--- config.mk ---
export PLATFORM = sky130hd
export DESIGN_NAME = capt_op_feeder
export DESIGN_NICKNAME = d
export VERILOG_FILES = /design/src/rtl/capt_op_feeder.sv
export SDC_FILE = /design/constraint.sdc
export NUM_CORES = 1
export LEC_CHECK = 0
export ABC_AREA = 1
export BUFFER_PORTS_ARGS = -buffer_cell sky130_fd_sc_hd__buf_2
export CORE_ASPECT_RATIO = 0.6
export CORE_UTILIZATION = 40
export CTS_CLUSTER_DIAMETER = 120
export DETAILED_ROUTE_END_ITERATION = 16
export GPL_ROUTABILITY_DRIVEN = 0
export SLEW_MARGIN = 20
export SYNTH_ARGS = -nofsm -noshare
export SYNTH_HDL_FRONTEND = slang
export SYNTH_SLANG_ARGS = --single-unit
--- constraint.sdc ---
create_clock -name clock -period 2 [get_ports clock]
set_input_delay 0.1 -clock clock [delete_from_list [all_inputs] [get_ports clock]]
set_output_delay 0.1 -clock clock [all_outputs]
set_load 0.005 [all_outputs]
--- src/rtl/capt_op_feeder.sv ---
// capt_op_feeder: DEPTH-entry op FIFO that feeds capt_count's op/capture inputs
// at most one op per clock, stalling while capt_count reports full.
// Optional feature macro: CAPT_OP_FEEDER_STATS_EN adds a saturating issued_cnt output.
module capt_op_feeder #(
    parameter int DEPTH = 4,
    parameter int CNT_W = 8
) (
    input  logic             clock,
    input  logic             rst_n,
    input  logic             in_valid,
    input  logic [1:0]       in_op,
    output logic             in_ready,
    input  logic             full,
    output logic [1:0]       op,
    output logic             capture,
    output logic             empty,
    output logic [1:0]       state
`ifdef CAPT_OP_FEEDER_STATS_EN
    ,
    output logic [CNT_W-1:0] issued_cnt
`endif
);

    localparam int AW = $clog2(DEPTH);
    localparam logic [AW:0] FULL_CNT = (AW+1)'(DEPTH);

    typedef enum logic [1:0] {
        IDLE  = 2'b00,
        ISSUE = 2'b01,
        STALL = 2'b10
    } state_t;

    state_t        state_q;
    logic [1:0]    mem_q [DEPTH];
    logic [AW-1:0] rd_q, rd_d;
    logic [AW-1:0] wr_q, wr_d;
    logic [AW:0]   count_q, count_d;
    logic [1:0]    op_q;
    logic          capture_q;
    logic          push;
    logic          issue;

    assign in_ready = rst_n && (count_q != FULL_CNT);
    assign empty    = (count_q == '0);
    assign op       = op_q;
    assign capture  = capture_q;
    assign state    = state_q;

    // Handshake decode and next FIFO pointers/occupancy from pre-edge values.
    always_comb begin
        push    = in_valid && in_ready;
        issue   = (count_q != '0) && !full;
        rd_d    = issue ? rd_q + AW'(1) : rd_q;
        wr_d    = push  ? wr_q + AW'(1) : wr_q;
        count_d = count_q;
        if (push && !issue) begin
            count_d = count_q + (AW+1)'(1);
        end else if (!push && issue) begin
            count_d = count_q - (AW+1)'(1);
        end
    end

    // FIFO storage; contents are meaningless after reset since pointers clear.
    always_ff @(posedge clock) begin
        if (push) begin
            mem_q[wr_q] <= in_op;
        end
    end

    // Issue FSM with registered op/capture and FIFO bookkeeping.
    always_ff @(posedge clock or negedge rst_n) begin
        if (!rst_n) begin
            state_q   <= IDLE;
            op_q      <= '0;
            capture_q <= 1'b0;
            rd_q      <= '0;
            wr_q      <= '0;
            count_q   <= '0;
        end else begin
            rd_q    <= rd_d;
            wr_q    <= wr_d;
            count_q <= count_d;
            if (issue) begin
                op_q      <= mem_q[rd_q];
                capture_q <= 1'b1;
                state_q   <= ISSUE;
            end else begin
                capture_q <= 1'b0;
                state_q   <= (count_q != '0) ? STALL : IDLE;
            end
        end
    end

`ifdef CAPT_OP_FEEDER_STATS_EN
    logic [CNT_W-1:0] issued_cnt_q;

    assign issued_cnt = issued_cnt_q;

    // Saturating count of issued ops.
    always_ff @(posedge clock or negedge rst_n) begin
        if (!rst_n) begin
            issued_cnt_q <= '0;
        end else if (issue && (issued_cnt_q != '1)) begin
            issued_cnt_q <= issued_cnt_q + CNT_W'(1);
        end
    end
`else
    // CNT_W only sizes the stats counter; keep it referenced when that is compiled out.
    logic stats_unused;
    assign stats_unused = (CNT_W > 0);
`endif

endmodule

# After elaboration in Yosys (flattened, before gate mapping)
# Memory sizes are Yosys's and may differ from the RTL's. A register that Yosys moved wholly into a read port is not among the register bits.
# Cells that the tools add are included.
# W data, S select, Z words.
dict set report totals {
  register_bits 10
  inputBits 6
  output_inout_bits 7
  n_memories 1
  ramBits 8
}
dict set report op_classes {
  reduce_logical 12
  n_mux 7
  n_addsub 4
  eq_ne 1
}
# memory depth word_bits read_ports rd_clocked_by_memory_dff wr line_no
set memory_table {}
lappend memory_table {mem_q 4 2 1 1 1 34} ;# logic [1:0] mem_q [DEPTH];
# op count
set ops {}
lappend ops {{$mux W3} 2}
lappend ops {{$logic_and A1 B1 Y1} 5}
lappend ops {{$add A2 B1 Y2 const B} 2}
lappend ops {{$logic_not A1 Y1} 4}
lappend ops {{$mux W2} 2}
lappend ops {{$add A3 B1 Y3 const B} 1}
lappend ops {{$logic_not A3 Y1} 1}
lappend ops {{$mux W1} 3}
lappend ops {{$ne A3 B3 Y1 const B} 1}
lappend ops {{$reduce_bool A3 Y1} 1}
lappend ops {{$sub A3 B1 Y3 const B} 1}
lappend ops {{$reduce_bool A2 Y1} 1}

# Longest topological paths before layout
dict set report depth {
  word_depth 7
  mapped_depth 11
  ltp_nobuf 11
}

# Worst setup path before layout
# Ideal clock, no wire load.
dict set report synth_path {
  kind {register -> register}
  from {register count_q[0]}
  to {register count_q[2]}
  setup_slack_ps 268
  t_arrival_ps 1609
  n_path_buf 0
  period_less_slack_ps 1732
  stages_incl_launch_ff 11
  path_cell_list {dfrtp_1 > nor2_2 > nand2_1 > nand3_2 > inv_1 > ha_1 > inv_1 > fa_1 > nand2_1 > nand3_1 > xor2_1}
}
dict set report synth_between {
  elab_chain_len 6
}
# item line_no
set synth_rtl {}
lappend synth_rtl {{start: declaration} 37} ;# logic [AW:0] count_q, count_d;
lappend synth_rtl {{start signal: assignment} 82} ;# count_q <= count_d;
lappend synth_rtl {{$ne A3 B3 Y1 *} 43} ;# assign in_ready = rst_n && (count_q != FULL_CNT);
lappend synth_rtl {{$logic_and A1 B1 Y1 *} 43}
lappend synth_rtl {{$logic_and A1 B1 Y1 *} 51} ;# push = in_valid && in_ready;
lappend synth_rtl {{named net push} 40} ;# logic push;
lappend synth_rtl {{$logic_not A1 Y1} 58} ;# end else if (!push && issue) begin
lappend synth_rtl {{$logic_and A1 B1 Y1} 58}
lappend synth_rtl {{$reduce_bool A2 Y1 (no line)} --}
# Mark *: on every way through the listed nets, which the timed path passes. The rest lies on a longest branch. The select of a mux whose other input is x is not followed.
# A chain may end at the register's enable or synchronous reset.

# Worst setup path in the final report
dict set report layout_path {
  from {register count_q[0]}
  to {register count_q[1]}
}
# item line_no
set layout_lines {}
lappend layout_lines {{$ne A3 B3 Y1} 43}
lappend layout_lines {{$logic_and A1 B1 Y1} 43}
lappend layout_lines {{$logic_and A1 B1 Y1} 51}
lappend layout_lines {{named net push} 40}
lappend layout_lines {{$logic_and A1 B1 Y1} 56} ;# if (push && !issue) begin
lappend layout_lines {{$mux W3} 56}
lappend layout_lines {{named net count_d[1]} 37}
# The timed path passes the listed nets, and every way through them passes these cells. The select of a mux whose other input is x is not followed.

==> results.cfg <==
[clocking]
cts_tree = built
cts.sinks = 19
cts_root_buf = clkbuf_8
insertion_delay_ns = 0.26
max-clock-path-buffers = 2
clk_pin_slew_ns = 0.08
htreeDepth = 1
cts_inserted_buffers = 3

[logic_synthesis]
syn_area_per_cell_um2 = 9.44
synth_top_family_by_area = simple AND/OR/NAND/NOR gates
synth_top_cell_area_share_pct = 29.5
synth_xor_area_share_pct = 3.75
ys_seq_area_share_pct = 55.2
synth_compound_area_share_pct = 1.34
yosys.area_share.simple_pct = 20.5
yosysMostFrequentCell = nand2_1
syn_area_um2 = 935
async_flop_share_pct = 57.9
syn_inst = 99
synth_top_cells_by_area = dfrtp_1 29%, edfxtp_1 26%, nand2_1 11%
synthMuxAreaShare_pct = 0
yosys.area_share.adder_pct = 8.84
synth_flop_cell = dfrtp_1
synth_cell_types = 19
yosys_warnings = 0
synth_edf_count = 8
synth_top_cell_by_area = dfrtp_1
syn_nets = 111
ys_ff_latch = 19
synth_common_cells = 27 x nand2_1, 22 x inv_1, 11 x dfrtp_1

[timing]
setup_viol = 0
tns_ns = 0
worst_clock_skew_ns = 0.00714
hold_slack_ns = 0.0608
fin_crit_ns = 1.89
slew-limit-headroom_pct = 85.3
drv_slew = 0
setup_slack_ns = 0.112
fin_crit_sh_pct = 94.4
fmax_ghz = 0.530
worstMarginPinSlew_ns = 0.220
final_hold_viol_count = 0

[global_route]
grt_max_degree = 15
grt_pass1_vias = 535
track_usage_pct = 13.3
grt_pass1_wl_um = 2330
grt-ovfl-total = 0
antenna_found_initial = 0

[worst_setup_path]
critPathCapture = count_q[1]$_DFFE_PN0P_
reg2reg_slack_ns = 0.11
worstReg2RegEnd = count_q[1]$_DFFE_PN0P_
path_max_fanout = 7
crit_path_end_kind = flip-flop
reg2regPathDepth = 9
critPathLaunch = count_q[0]$_DFFE_PN0P_
r2r_start = count_q[0]$_DFFE_PN0P_
start_kind = flip-flop
arrival_ns = 2.04
crit_type = flip-flop to flip-flop
worst_ep_required_time_ns = 2.15

[finish]
fin_util_pct = 50.6
fillers = 217
area_growth_pct = 18.1
nNetsFinal = 130
layout-drive-gt1-share_pct = 20.5
diodes = 0

[run_status]
status = completed

[floorplan]
die-area_um2 = 2540
coreArea_um2 = 2180
ios = 13
die_w_um = 64.4
rows = 13
die-height_um = 39.4
initial_utilization_pct = 42.9

[routing]
ant_nets = 0
num_vias = 627
vias_per_cell = 4.27
drcViolationCount = 0
firstDrtPassIters = 4
wl_um = 1490
detail_route.wl_per_cell_um = 10.1
first_iter_violations = 35

[power]
p_leak_nw = 0.581
power.density_nw_per_um2 = 1300
ir_worst_vdd_mv = 0.599
total_power_mw = 1.43

[place]
place_ws_ns = 0.107
dp_hpwl_um = 1120
io_buffers = 12

[worst_hold_path]
hold_path_class = input pin to flip-flop
holdPathStages = 1

[job]
maxCapViolCount = 0
[registers in the layout, summed over array words and instances (netlist names)]
signal   cells
op           2
wr_q         2
rd_q         2
count_q      3
mem_q        8
state        2
[final cells by class]
| type | instances | area (µm²) | area share, % |
|---|---|---|---|
| inverters | 24 | 90.1 | 8.16 |
| multi-input cells | 55 | 329 | 29.8 |
| well taps | 30 | 37.5 | 3.40 |
| clock inverters | 1 | 5.00 | 0.454 |
| clock buffers | 3 | 41.3 | 3.74 |
| repair buffers | 15 | 85.1 | 7.71 |
| flip-flops and latches | 19 | 515 | 46.7 |
[placed cells by master, fill, tap and decap left out, drive strengths merged]
| master | instances |
|---|---|
| a21boi | 1 |
| xor2 | 2 |
| fa | 1 |
| buf | 14 |
| nand4 | 2 |
| edfxtp | 8 |
| dlygate4sd3 | 1 |
| ha | 5 |
| nor2 | 6 |
| o21ai | 1 |
| inv | 24 |
| clkinv | 1 |
| nand2 | 29 |
| dfrtp | 11 |
| xnor2 | 2 |
| nand3 | 6 |
| clkbuf | 3 |
[how the worst min path moves through the flow]
| stage | startpoint | to | slack, ns |
|---|---|---|---|
| after detailed placement | rst_n | op[0]$_DFFE_PN0P_ | 0.09 |
| after floorplan | rst_n | count_q[0]$_DFFE_PN0P_ | -0.20 |
| after CTS | in_op[1] | mem_q[1][1]$_DFFE_PP_ | 0.06 |
| after global routing | in_op[1] | mem_q[1][1]$_DFFE_PP_ | 0.07 |
| final | in_op[1] | mem_q[0][1]$_DFFE_PP_ | 0.06 |
| after global placement | rst_n | op[0]$_DFFE_PN0P_ | 0.09 |
[repair_timing]
action	CTS	global route
resized for setup	0	1
hold buffers	1	0
buffers inserted	0	1
endpoints found under the hold margin	11	0
setup endpoints to repair	0	2
[power by group]
| group | total, mW | switching (mW) | internal [mW] | leakage [nW] |
|---|---|---|---|---|
| combinational | 0.531 | 0.296 | 0.235 | 0.350 |
| clock | 0.269 | 0.130 | 0.139 | 0.0255 |
| sequential | 0.633 | 0.104 | 0.529 | 0.205 |
| total | 1.43 | 0.531 | 0.902 | 0.581 |
[through the flow]
stage	instance area, µm²	std cells
5_1_grt	1100	147
3_5_place_dp	1030	141
6_report	1100	147
2_1_floorplan	935	99
4_1_cts	1090	146
3_3_place_gp	1030	141
[routing by layer]
| metal | track usage (%) | wire length, µm | vias up |
|---|---|---|---|
| met4 | 6.67 | 27 | 0 |
| met1 | 16.2 | 751 | 277 |
| li1 | - | - | 333 |
| met3 | 5.23 | 81 | 2 |
| met5 | 0 | 0 | - |
| met2 | 21.1 | 625 | 15 |
[logic make-up (layout without fill, tap and decap cells)]
| group | Yosys count | in the layout |
|---|---|---|
| AND/OR/NAND/NOR | 43 | 43 |
| buffers and inverters | 25 | 43 |
| XOR/XNOR | 4 | 4 |
| AO/OA/AOI/OAI | 2 | 2 |
| flip-flops | 19 | 19 |
| adder cells (fa/ha/maj) | 6 | 6 |
[worst max-delay path: stages (launching register included)]
cell and delay, ns:
dfrtp_1 0.42, nor2_2 0.17, nand2_1 0.16, nand3_4 0.13
inv_1 0.05, ha_1 0.20, inv_1 0.09, fa_1 0.41
nand2_1 0.08, nand2_1 0.05
Power figures use the tool's default switching activity.
